## config.mk

```make
export PLATFORM = sky130hd
export DESIGN_NAME = addition_unit_flat
export DESIGN_NICKNAME = d
export VERILOG_FILES = /design/src/rtl/addition_unit_if.sv /design/src/rtl/addition_unit.sv /design/src/flat_wrapper.sv
export SDC_FILE = /design/constraint.sdc
export NUM_CORES = 1
export LEC_CHECK = 0
export CORE_AREA = 3 3 40 42
export CTS_BUF_LIST = sky130_fd_sc_hd__clkbuf_8
export DETAILED_ROUTE_END_ITERATION = 7
export DIE_AREA = 0 0 43 45
export DONT_BUFFER_PORTS = 1
export PLACE_DENSITY = 0.51
export SLEW_MARGIN = 10
export SYNTH_ARGS = -nofsm -noshare
export SYNTH_HDL_FRONTEND = slang
export SYNTH_SLANG_ARGS = --single-unit
```

## constraint.sdc

```tcl
create_clock -name clk -period 3.9 [get_ports clk]
set_clock_uncertainty 0.15 [all_clocks]
set_input_delay 0.78 -clock clk [delete_from_list [all_inputs] [get_ports clk]]
set_output_delay 0.78 -clock clk [all_outputs]
set_load 0.005 [all_outputs]
```

## src/rtl/addition_unit_if.sv

```systemverilog
// Operand/result bundle for the ALU adder lane.
// The slave side is the adder; the master side supplies operands and consumes results.
interface addition_unit_if #(
   parameter int unsigned WIDTH = 4
);
   logic             in_valid;
   logic [WIDTH-1:0] A;
   logic [WIDTH-1:0] B;
   logic             CarryIN;
   logic [WIDTH-1:0] Y;
   logic             CarryOUT;
   logic             overflow;
   logic             zero;
   logic             negative;
   logic             out_valid;

   modport master (
      output in_valid, A, B, CarryIN,
      input  Y, CarryOUT, overflow, zero, negative, out_valid
   );

   modport slave (
      input  in_valid, A, B, CarryIN,
      output Y, CarryOUT, overflow, zero, negative, out_valid
   );
endinterface

```

## src/rtl/addition_unit.sv

```systemverilog
// Registered ripple-carry adder: A + B + CarryIN with carry, signed overflow,
// zero and negative flags, one cycle of latency, results held while idle.
module addition_unit #(
   parameter int unsigned WIDTH = 4
) (
   input logic            clk,
   input logic            rst,
   addition_unit_if.slave bus
);
   logic [WIDTH-1:0] sum;
   logic             carry_out;

   logic [WIDTH-1:0] y_d, y_q;
   logic             carry_d, carry_q;
   logic             ovf_d, ovf_q;
   logic             zero_d, zero_q;
   logic             neg_d, neg_q;
   logic             valid_d, valid_q;

   // Carry is threaded through a block-local variable so each bit sees the
   // carry out of the bit below it.
   always_comb begin
      logic c;
      logic g;
      logic p;
      sum = '0;
      c   = bus.CarryIN;
      g   = 1'b0;
      p   = 1'b0;
      for (int unsigned i = 0; i < WIDTH; i++) begin
         g      = bus.A[i] & bus.B[i];
         p      = bus.A[i] ^ bus.B[i];
         sum[i] = p ^ c;
         c      = g | (p & c);
      end
      carry_out = c;
   end

   always_comb begin
      y_d     = y_q;
      carry_d = carry_q;
      ovf_d   = ovf_q;
      zero_d  = zero_q;
      neg_d   = neg_q;
      valid_d = bus.in_valid;
      if (bus.in_valid) begin
         y_d     = sum;
         carry_d = carry_out;
         ovf_d   = (bus.A[WIDTH-1] == bus.B[WIDTH-1]) && (sum[WIDTH-1] != bus.A[WIDTH-1]);
         zero_d  = (sum == '0);
         neg_d   = sum[WIDTH-1];
      end
   end

   always_ff @(posedge clk) begin
      if (rst) begin
         y_q     <= '0;
         carry_q <= 1'b0;
         ovf_q   <= 1'b0;
         zero_q  <= 1'b0;
         neg_q   <= 1'b0;
         valid_q <= 1'b0;
      end else begin
         y_q     <= y_d;
         carry_q <= carry_d;
         ovf_q   <= ovf_d;
         zero_q  <= zero_d;
         neg_q   <= neg_d;
         valid_q <= valid_d;
      end
   end

   assign bus.Y         = y_q;
   assign bus.CarryOUT  = carry_q;
   assign bus.overflow  = ovf_q;
   assign bus.zero      = zero_q;
   assign bus.negative  = neg_q;
   assign bus.out_valid = valid_q;
endmodule

```

## src/flat_wrapper.sv

```systemverilog
// flat-port wrapper written by rule: the top's interface ports become plain ports
module addition_unit_flat 
#(
   parameter int unsigned WIDTH = 4
)
  (clk, rst, bus_in_valid, bus_A, bus_B, bus_CarryIN, bus_Y, bus_CarryOUT, bus_overflow, bus_zero, bus_negative, bus_out_valid);
  addition_unit_if #(.WIDTH(WIDTH)) bus_i ();
  input logic clk;
  input logic rst;
  input wire logic [$bits(bus_i.in_valid)-1:0] bus_in_valid;
  input wire logic [$bits(bus_i.A)-1:0] bus_A;
  input wire logic [$bits(bus_i.B)-1:0] bus_B;
  input wire logic [$bits(bus_i.CarryIN)-1:0] bus_CarryIN;
  output wire logic [$bits(bus_i.Y)-1:0] bus_Y;
  output wire logic [$bits(bus_i.CarryOUT)-1:0] bus_CarryOUT;
  output wire logic [$bits(bus_i.overflow)-1:0] bus_overflow;
  output wire logic [$bits(bus_i.zero)-1:0] bus_zero;
  output wire logic [$bits(bus_i.negative)-1:0] bus_negative;
  output wire logic [$bits(bus_i.out_valid)-1:0] bus_out_valid;
  assign bus_i.in_valid = bus_in_valid;
  assign bus_i.A = bus_A;
  assign bus_i.B = bus_B;
  assign bus_i.CarryIN = bus_CarryIN;
  assign bus_Y = bus_i.Y;
  assign bus_CarryOUT = bus_i.CarryOUT;
  assign bus_overflow = bus_i.overflow;
  assign bus_zero = bus_i.zero;
  assign bus_negative = bus_i.negative;
  assign bus_out_valid = bus_i.out_valid;
  addition_unit #(.WIDTH(WIDTH)) u_core (.clk(clk), .rst(rst), .bus(bus_i));
endmodule
```

======== Word-level counts from Yosys, hierarchy flattened ========
Index checks and enable logic that the tools add are counted.
W data, S select, Z words.
storage, ports and cells
  bits in registers ....................... 9
  latch bits .............................. 0
  RAM bits ................................ 0
  bits in read-only memories .............. 0
  input port bits ......................... 12
  output and inout bits ................... 9
  logic and storage cells ................. 30
  memories kept ........................... 0
cells by class
  add/sub/neg operators ................... 0
  multipliers ............................. 0
  div/mod/pow operators ................... 0
  magnitude comparators ................... 0
  equality and inequality tests ........... 2
  shift operators ......................... 0
  muxes and demuxes ....................... 0
  bitwise logic cells ..................... 20
  reduce and logical (&&, ||, !) cells .... 2
operators by type and width
  kind                 number
  $and A1 B1 Y1        8
  $xor A1 B1 Y1        8
  $logic_not A4 Y1     1
  $or A1 B1 Y1         4
  $eq A1 B1 Y1         1
  $logic_and A1 B1 Y1  1
  $ne A1 B1 Y1         1

======== Logic depth before layout (Yosys ltp) ========
  depth in word-level cells ............... 10
  depth in mapped cells ................... 7

======== Least setup slack after synthesis ========
No wires, ideal clock.
  path kind ............................... input to register
  start point ............................. in bus_CarryIN
  end point ............................... reg u_core.zero_q, in the netlist u_core.bus.zero
  library setup time ...................... 0.114 ns
  arrival ................................. 2.755 ns
  required time ........................... 3.636 ns
  path slack .............................. 0.881 ns
  stages .................................. 7
  cell sequence ........................... fa_1 > fa_1 > fa_1 > inv_1 > fa_1 > nor4b_1 > a21o_1
on the way
  word-level cells in the longest chain between the ends .. 8
ends and longest elaborated chain
  what                  RTL line             source
  from (decl)           flat_wrapper.sv:13   input wire logic [$bits(bus_i.CarryIN)-1:0] bus_CarryIN;
  $and A1 B1 Y1         addition_unit.sv:34  c = g | (p & c);
  $or A1 B1 Y1          addition_unit.sv:34
  $and A1 B1 Y1         addition_unit.sv:34
  $or A1 B1 Y1          addition_unit.sv:34
  $and A1 B1 Y1         addition_unit.sv:34
  $or A1 B1 Y1          addition_unit.sv:34
  $xor A1 B1 Y1         addition_unit.sv:33  sum[i] = p ^ c;
  $logic_not A4 Y1 (*)  addition_unit.sv:50  zero_d = (sum == '0);
  to (signal assigned)  addition_unit.sv:67  zero_q <= zero_d;
  to (decl)             addition_unit.sv:16  logic zero_d, zero_q;
Every way passes the cells marked *; elsewhere a longest branch is shown, timed or not.
A chain may end at the register's enable or synchronous reset.

======== Final worst setup path ========
  start point ............................. in bus_CarryIN
  end point ............................... reg u_core.ovf_q, in the netlist u_core.bus.overflow
on the way
  word-level cells in the longest chain between the ends .. 9
ends and longest elaborated chain
  what                  RTL line             source
  $and A1 B1 Y1         addition_unit.sv:34
  $or A1 B1 Y1          addition_unit.sv:34
  $and A1 B1 Y1         addition_unit.sv:34
  $or A1 B1 Y1          addition_unit.sv:34
  $and A1 B1 Y1         addition_unit.sv:34
  $or A1 B1 Y1          addition_unit.sv:34
  $xor A1 B1 Y1         addition_unit.sv:33
  $ne A1 B1 Y1          addition_unit.sv:49  ovf_d = (bus.A[WIDTH-1] == bus.B[WIDTH-1]) && (sum[WIDTH-1] != bus.A[WIDTH-1]);
  $logic_and A1 B1 Y1   addition_unit.sv:49
  to (signal assigned)  addition_unit.sv:66  ovf_q <= ovf_d;
  to (decl)             addition_unit.sv:15  logic ovf_d, ovf_q;
No other way between the ends.

==> impl_results.md <==
- Status: completed
- M2 GR Usage: 0.141
- Post-synthesis adder-cell area fraction: 0.218
- Setup TNS: 0 ns
- Clock Pin Slew Worst Setup and Hold Paths: 0.04 ns
- Pleak: 0.205 nW
- Compound-Gate Fraction of Synth Area: 0.0914
- Multi-input gate area: around 220 sq um
- Critical Path Sink Type: register
- WP buf/inv: 1
- Critical path's top delay family: adder cells
- XOR/XNOR Fraction of Synth Area: 0.0206
- Initial Util: 0.330
- IO Port Bufs: 0
- Die width: between 40 and 50 microns
- Die height: ~45 microns
- Drt first-iter violations: 1
- Hpwl dp: 600 microns
- Crit-path cells: fa_1 > fa_1 > fa_1 > inv_1 > fa_1 > xor2_1 > o41ai_2
- Yosys reg bits: 8
- Slew HR: 0.802
- Area leader, netlist: dfxtp_1
- Met3 Use GR: 0.0478
- Syn Inst Count: 37
- Ant diodes: 0
- Syn avg cell area: ~11 sq um
- Yosys Warn Count: 0
- Clock Path Buffers: 2
- Vias in the first global route: roughly 260
- Unrepaired setup endpoints after global routing: no
- Fin nets: 56
- Remaining Overflow, GRT: 0
- H-tree depth: 1
- TritonCTS clock tree: built
- Sequential fraction of the synthesis area: 0.378
- Crit start category: input port
- Syn Nets: between 50 and 60
- Multiplexer share of the synthesized area: 0.0708
- Max-slew violations: 0
- Post_cts resized: 0
- Crit path time final: about 2.9 ns
- CTS Sinks: 8
- Post-Synth Simple-Gate Area: 0.124
- Largest family of logic cells by synthesized area: adder cells
- Power Dens Cells: 477 nW/um^2
- Critical path class: in -> reg
- Die area: 1940 sq um
- Root buf cell: clkbuf_8
- Setup violators final: 0
- Initial antenna violation count: 0
- FMAX: between 300 and 400 MHz
- Critical Path AT: about 2.9 ns
- Largest cells by area after synthesis: dfxtp_1 (38%), fa_1 (19%), mux2i_1 (7.1%), nor2_1 (4.4%), o41ai_2 (3.8%)
- Tot GR Track Use: 0.0838
- Mapped Area: roughly 420 sq um
- Total CTS buffers: 3
- Top-Level Pins: 21
- Total routed wirelength: 727 microns
- Drc violations: 0
- Grt met1 use: 0.0860
- Area grow syn2layout: 7.96%
- Busiest grt layer: met2
- Post-synth EDFFs: 0
- Largest net degree at the start of global routing: 12
- Maximum vdd drop: between 0.0002 and 0.00025 V
- DR vias: between 200 and 250
- Drt via density: about 4.7
- Hold slack final: between 0.3 and 0.4 ns
- Synth top cells by count: dfxtp_1 (8), nor2_1 (5), fa_1 (4)
- Site row count: 13
- Hold Path Class: reg -> reg
- Crit path largest cell delay: 0.46 ns
- Max-cap viol count: 0
- Synth Flop Type: dfxtp_1
- Post-detailed-route wirelength per cell: between 10 and 15 microns
- Post-CTS setup buffers: 0
- Gp weighted congestion: a little under 0.7
- Slowest CP cell: fa_1
- Tcrit/Tclk final: 0.742
- CP required: 3.88 ns
- Core region area: roughly 1300 sq um
- Number of nets still failing antenna checks after routing: 0
- Fillers: 132
- Most frequent CP cell: fa_1
- Cell variety after synth: 17
- Worst slew pin tran: between 0.2 and 0.3 ns
- Final hold violations: 0
- Worst skew pair latency: 0.22 ns
- Share of cells above drive strength 1: 0.162
- Hold_buf cts: 0
- Critical Path Fanout Max: 3
- Most instantiated library cell after synthesis: dfxtp_1
- Storage cell area: around 160 sq um
- Drt pass-1 iters: 2
- Synth top area share: 0.378
- Synth async-reset ratio: 0
- First-pass GRT wire length: ~1.2 mm
-- through the flow --
stage	cells	util	power [mW]	worst slack [ns]	instance area [sq um]
4_1_cts	52	0.356	0.221	0.987	458
2_1_floorplan	37	-	0.122	0.881	424
5_1_grt	52	0.356	0.231	0.891	458
6_report	52	0.356	0.218	1.01	458
3_3_place_gp	49	0.324	0.122	0.792	417
3_5_place_dp	49	0.324	0.123	0.759	417
-- routing by layer --
metal / up-vias / routed length (microns)
li1: 121 / -
met1: 115 / 260
met5: - / 0
met3: 2 / 53
met4: 0 / 4
met2: 5 / 409
-- path summary, 6_finish.rpt --
| check | startpoint | endpoint | slack (ns) | cells past startpoint |
|---|---|---|---|---|
| setup / recovery | bus_CarryIN | u_core.bus.overflow | 1.01 | 7 |
| hold / removal | u_core.bus.CarryOUT | u_core.bus.CarryOUT | 0.35 | 2 |
| setup reg to reg | u_core.bus.overflow | u_core.bus.overflow | 2.87 | 2 |
| hold reg to reg | u_core.bus.CarryOUT | u_core.bus.CarryOUT | 0.35 | 2 |
-- logic make-up after synthesis --
group / count (synthesis)
and+or+nand+nor: 9
AOI/OAI and AO/OA: 4
adders and majority gates: 5
buffers and inverters: 7
muxes: 3
xor gates and xnor gates: 1
DFF: 8
-- flip-flops by register name (all words and copies together), names as in the netlist --
name	flops
u_core.bus.overflow	1
u_core.bus.Y	3
u_core.bus.CarryOUT	1
u_core.bus.zero	1
u_core.bus.out_valid	1
u_core.bus.negative	1
-- worst min-delay path, delay by kind of cell (launching register included) --
kind               cells  cell delay, ns
DFF                    1            0.32
and+or+nand+nor        1            0.09
AOI/OAI and AO/OA      1            0.05
-- cells in the final DEF, fill, tap and decap left out --
| cell | n |
|---|---|
| o41ai_2 | 1 |
| mux2i_1 | 3 |
| dfxtp_1 | 8 |
| clkbuf_8 | 3 |
| inv_2 | 1 |
| fa_1 | 4 |
| nor2_1 | 5 |
| inv_1 | 3 |
| a211oi_1 | 2 |
| nor4b_1 | 1 |
| ha_1 | 1 |
| a21o_1 | 1 |
| or3b_1 | 1 |
| and2b_2 | 1 |
| xor2_1 | 1 |
| nor3b_1 | 1 |
-- final cells by class --
cell class                 count  share of cell area
inverter                       4              0.0328
tap                           15              0.0410
clock buffer                   3              0.0902
sequential                     8               0.350
multi-input combinational     22               0.486
-- power by group --
part	leakage (nW)	switching (mW)	internal, mW
clock	0.0216	0.0303	0.0667
sequential	0.0660	0.00503	0.0891
combinational	0.117	0.0127	0.0144
No activity file was read; power rests on OpenSTA's default activity.
==> patch 1 (config.mk and constraints unchanged) <==
Reset style: asynchronous (`rst`), changed in one clocked block.
--- a/src/rtl/addition_unit.sv
+++ b/src/rtl/addition_unit.sv
@@ -52,7 +52,7 @@
       end
    end
 
-   always_ff @(posedge clk) begin
+   always_ff @(posedge clk or posedge rst) begin
       if (rst) begin
          y_q     <= '0;
          carry_q <= 1'b0;
Function: differs if rst is asserted again (counterexample within 4 cycles, from zero or initial values and one cycle with rst high); with rst held inactive, the same outputs for 10 cycles.
==> patch 1 against the unedited design <==
First-iteration DRC count is 100% higher; wire length is 4.7% lower; utilization is 2.5 points higher; power is 12% higher; global-route usage is 0.35 points lower; setup slack worse by 0.062 ns; final area is 7.1% higher; sequential cell count stayed put; maximum frequency is 2.1% lower; critical path type unchanged; area after synthesis is 5.9% higher.
==> patch 1: results (changes against the unedited design) <==
run status=completed; sw frac=23.2% (+1.2 points); Async S/R FF share, synth=100% (+100 points); gr usage total=8.04% (-0.35 points); worst hold slack=0.243 ns (-0.103 ns); met3 WL post-DR=76 um (+43%); Nets=52 (-7.1%); Synth top cells by count=8 x dfrtp_1, 6 x inv_1, 4 x fa_1, 4 x mux2_4; register area share after synthesis=44.6% (+6.8 points); predominant post-synthesis flop cell=dfrtp_1; Pwr Density=500 nW/um^2 (+4.8%); share of layout cells above drive strength 1=24.2% (+8.0 points); first-pass GRT wire length=1110 um (-5.9%); Syn Nets=49 (-9.3%); # fillers=134 (+1.5%); Met2 Routed Length=325 um (-21%); synth unique cells=14 (-3); Starting DRT DRC Count=2 (+1); headroom to the max-slew limit=79.3% (-0.94 points); Synth Area in Compound Gates=2.51% (-6.6 points); LEAKAGE=0.236 nW (+15%); DRT met1 WL=291 um (+12%); uppermost layer routed=met3; via count of the first global-routing pass=253 (-0.78%); cells on worst reg2reg path=1 (-1); crit path DAT=2.91 ns (+0.04 ns); Vias=222 (-8.6%)
patch 1: cell types whose count changed in the layout (fill, tap and decap cells not counted), moves of 2 or more:
cell      before  now
nor2_1         5    1
mux2i_1        3    1
inv_1          3    6
dfrtp_1        0    8
dfxtp_1        8    0
mux2_4         0    4
a211oi_1       2    0
patch 1: critical path: cells and delay by family:
family / cells / cell delay (ns)
and+or+nand+nor: 1 / 0.18
adders and majority gates: 4 / 1.63
muxes: 1 / 0.25
buffers and inverters: 1 / 0.07
patch 1: layout make-up:
type / instances / area (um^2) / area share [%]
Multi-Input combinational cell: 16 / 208 / 42.3
Sequential cell: 8 / 200 / 40.8
Clock buffer: 3 / 41.3 / 8.42
Tap cell: 15 / 18.8 / 3.83
Inverter: 6 / 22.5 / 4.59
patch 1: how the worst max path moves through the flow:
stage                 from              end  slack [ns]  cells past startpoint
2_1_floorplan  bus_CarryIN  u_core.bus.zero        0.77                      7
3_3_place_gp   bus_CarryIN  u_core.bus.zero        0.70                      7
3_5_place_dp   bus_CarryIN  u_core.bus.zero        0.69                      7
4_1_cts        bus_CarryIN  u_core.bus.zero        0.92                      7
5_1_grt        bus_CarryIN  u_core.bus.zero        0.86                      7
6_report       bus_CarryIN  u_core.bus.zero        0.95                      7
patch 1: per-stage QoR:
| step | instances | util [%] | instance area [um^2] | worst slack (ns) |
|---|---|---|---|---|
| floorplan | 32 | - | 449 | 0.772 |
| global placement | 45 | 35.0 | 449 | 0.702 |
| detailed placement | 45 | 35.0 | 449 | 0.687 |
| CTS | 48 | 38.2 | 490 | 0.920 |
| global route | 48 | 38.2 | 490 | 0.862 |
| finish | 48 | 38.2 | 490 | 0.945 |
==> patch 2 (same flow settings) <==
Without the edit above. `WIDTH` is set to 4 in 3 places; all go to 5.
--- a/src/rtl/addition_unit_if.sv
+++ b/src/rtl/addition_unit_if.sv
@@ -1,7 +1,7 @@
 // Operand/result bundle for the ALU adder lane.
 // The slave side is the adder; the master side supplies operands and consumes results.
 interface addition_unit_if #(
-   parameter int unsigned WIDTH = 4
+   parameter int unsigned WIDTH = 5
 );
    logic             in_valid;
    logic [WIDTH-1:0] A;
--- a/src/rtl/addition_unit.sv
+++ b/src/rtl/addition_unit.sv
@@ -1,7 +1,7 @@
 // Registered ripple-carry adder: A + B + CarryIN with carry, signed overflow,
 // zero and negative flags, one cycle of latency, results held while idle.
 module addition_unit #(
-   parameter int unsigned WIDTH = 4
+   parameter int unsigned WIDTH = 5
 ) (
    input logic            clk,
    input logic            rst,
--- a/src/flat_wrapper.sv
+++ b/src/flat_wrapper.sv
@@ -1,7 +1,7 @@
 // flat-port wrapper written by rule: the top's interface ports become plain ports
 module addition_unit_flat 
 #(
-   parameter int unsigned WIDTH = 4
+   parameter int unsigned WIDTH = 5
 )
   (clk, rst, bus_in_valid, bus_A, bus_B, bus_CarryIN, bus_Y, bus_CarryOUT, bus_overflow, bus_zero, bus_negative, bus_out_valid);
   addition_unit_if #(.WIDTH(WIDTH)) bus_i ();
Interface: changed (resized bus_A, bus_B and bus_Y); port bits go from 21 to 24. The function was not compared with the original's and may differ.
==> patch 2 against the unedited design <==
Sequential share of layout area is 1.0 points lower; highest routed layer unchanged; clock power is 14% higher; die area stayed put; combinational power is 37% higher; area after synthesis is 15% higher; wire length is 27% higher; setup slack worse by 0.23 ns; sequential cell count is 1 higher; first-iteration DRC count grew to 4.0 times the old value; largest power group unchanged; final area is 16% higher; power is 16% higher; largest cell class unchanged.
==> patch 2: results (changes against the unedited design) <==
CP peak stage delay=0.51 ns (+0.05 ns); ranking of synthesized cells by area=dfxtp_1 37%, fa_1 20%, mux2i_1 10%; Worst VDD drop=0.173 mV (-14%); Nets=65 (+16%); routed wire length=920 um (+27%); # placed instances=55 (+12%); LEAKAGE=0.235 nW (+15%); run status=completed; max reg flops=4 (+1); Placer Congestion=0.740 (+7.3%); register area share after synthesis=36.8% (-0.93 points); # fillers=125 (-5.3%); Min-Delay Endpoint=u_core.bus.Y[0]; hold_sp=u_core.bus.Y[0]; HPWL after detailed placement=713 um (+19%); crit path DAT=3.11 ns (+0.24 ns); first-pass GRT wire length=1350 um (+15%); share of layout cells above drive strength 1=15.9% (-0.31 points); via count of the first global-routing pass=288 (+13%); Syn Nets=63 (+17%); Synth top cells by count=9 x dfxtp_1, 7 x nor2_1, 5 x fa_1, 5 x inv_1, 5 x mux2i_1; Psw=0.0647 mW (+35%); Clock Latency Late Sink=0.24 ns (+0.02 ns); gr usage total=10.2% (+1.8 points); Pre-antenna DRT Iters=4 (+2); headroom to the max-slew limit=83.9% (+3.6 points)
patch 2: logic make-up after synthesis:
logic type | count (synthesis) | share of synthesized area (%)
AO/OA/AOI/OAI | 3 | 6.91
XOR/XNOR | 1 | 1.79
adder cells (fa/ha/maj) | 6 | 23.0
buffers and inverters | 9 | 9.46
flip-flops | 9 | 36.8
multiplexers | 5 | 10.2
AND/OR/NAND/NOR | 10 | 11.8
patch 2: per-layer routing:
layer  vias to the layer above  global-route usage [%]  wire length, um
li1                        142                       -                -
met2                        19                    13.5              432
met3                         2                    7.17               98
met1                       153                    12.1              380
met5                         -                       0                0
met4                         0                    5.42                8
patch 2: metrics by stage:
stage          power [mW]  utilization, %  setup slack (ns)
5_1_grt             0.270            41.3             0.696
2_1_floorplan       0.143               -             0.679
6_report            0.254            41.3             0.780
3_3_place_gp        0.143            37.7             0.625
3_5_place_dp        0.145            37.7             0.514
4_1_cts             0.257            41.3             0.767
patch 2: layout make-up:
class | instances | area, um^2 | area share (%)
Multi-Input combinational cell | 25 | 263 | 49.5
Tap cell | 15 | 18.8 | 3.54
Inverter | 6 | 22.5 | 4.25
Clock buffer | 3 | 41.3 | 7.78
Clock inverter | 1 | 5.00 | 0.943
Sequential cell | 9 | 180 | 34.0
patch 2: critical path: cells and delay by family:
family	cells	cell delay [ns]
XOR/XNOR	1	0.17
AO/OA/AOI/OAI	1	0.21
adder cells (fa/ha/maj)	5	1.84
buffers and inverters	2	0.11
patch 2: how the worst max path moves through the flow:
| stage | slack [ns] | from | cells past startpoint | end |
|---|---|---|---|---|
| 2_1_floorplan | 0.68 | bus_CarryIN | 9 | u_core.bus.zero |
| 3_3_place_gp | 0.62 | bus_CarryIN | 9 | u_core.bus.zero |
| 3_5_place_dp | 0.51 | bus_CarryIN | 9 | u_core.bus.overflow |
| 4_1_cts | 0.77 | bus_CarryIN | 9 | u_core.bus.overflow |
| 5_1_grt | 0.70 | bus_CarryIN | 9 | u_core.bus.overflow |
| 6_report | 0.78 | bus_CarryIN | 9 | u_core.bus.overflow |
patch 2: power groups by stage:
stage | Clock [mW] | Sequential (mW) | Combinational, mW
floorplan | 0 | 0.106 | 0.0362
global placement | 0 | 0.108 | 0.0352
detailed placement | 0 | 0.108 | 0.0367
CTS | 0.114 | 0.107 | 0.0371
global route | 0.122 | 0.107 | 0.0407
finish | 0.111 | 0.106 | 0.0371
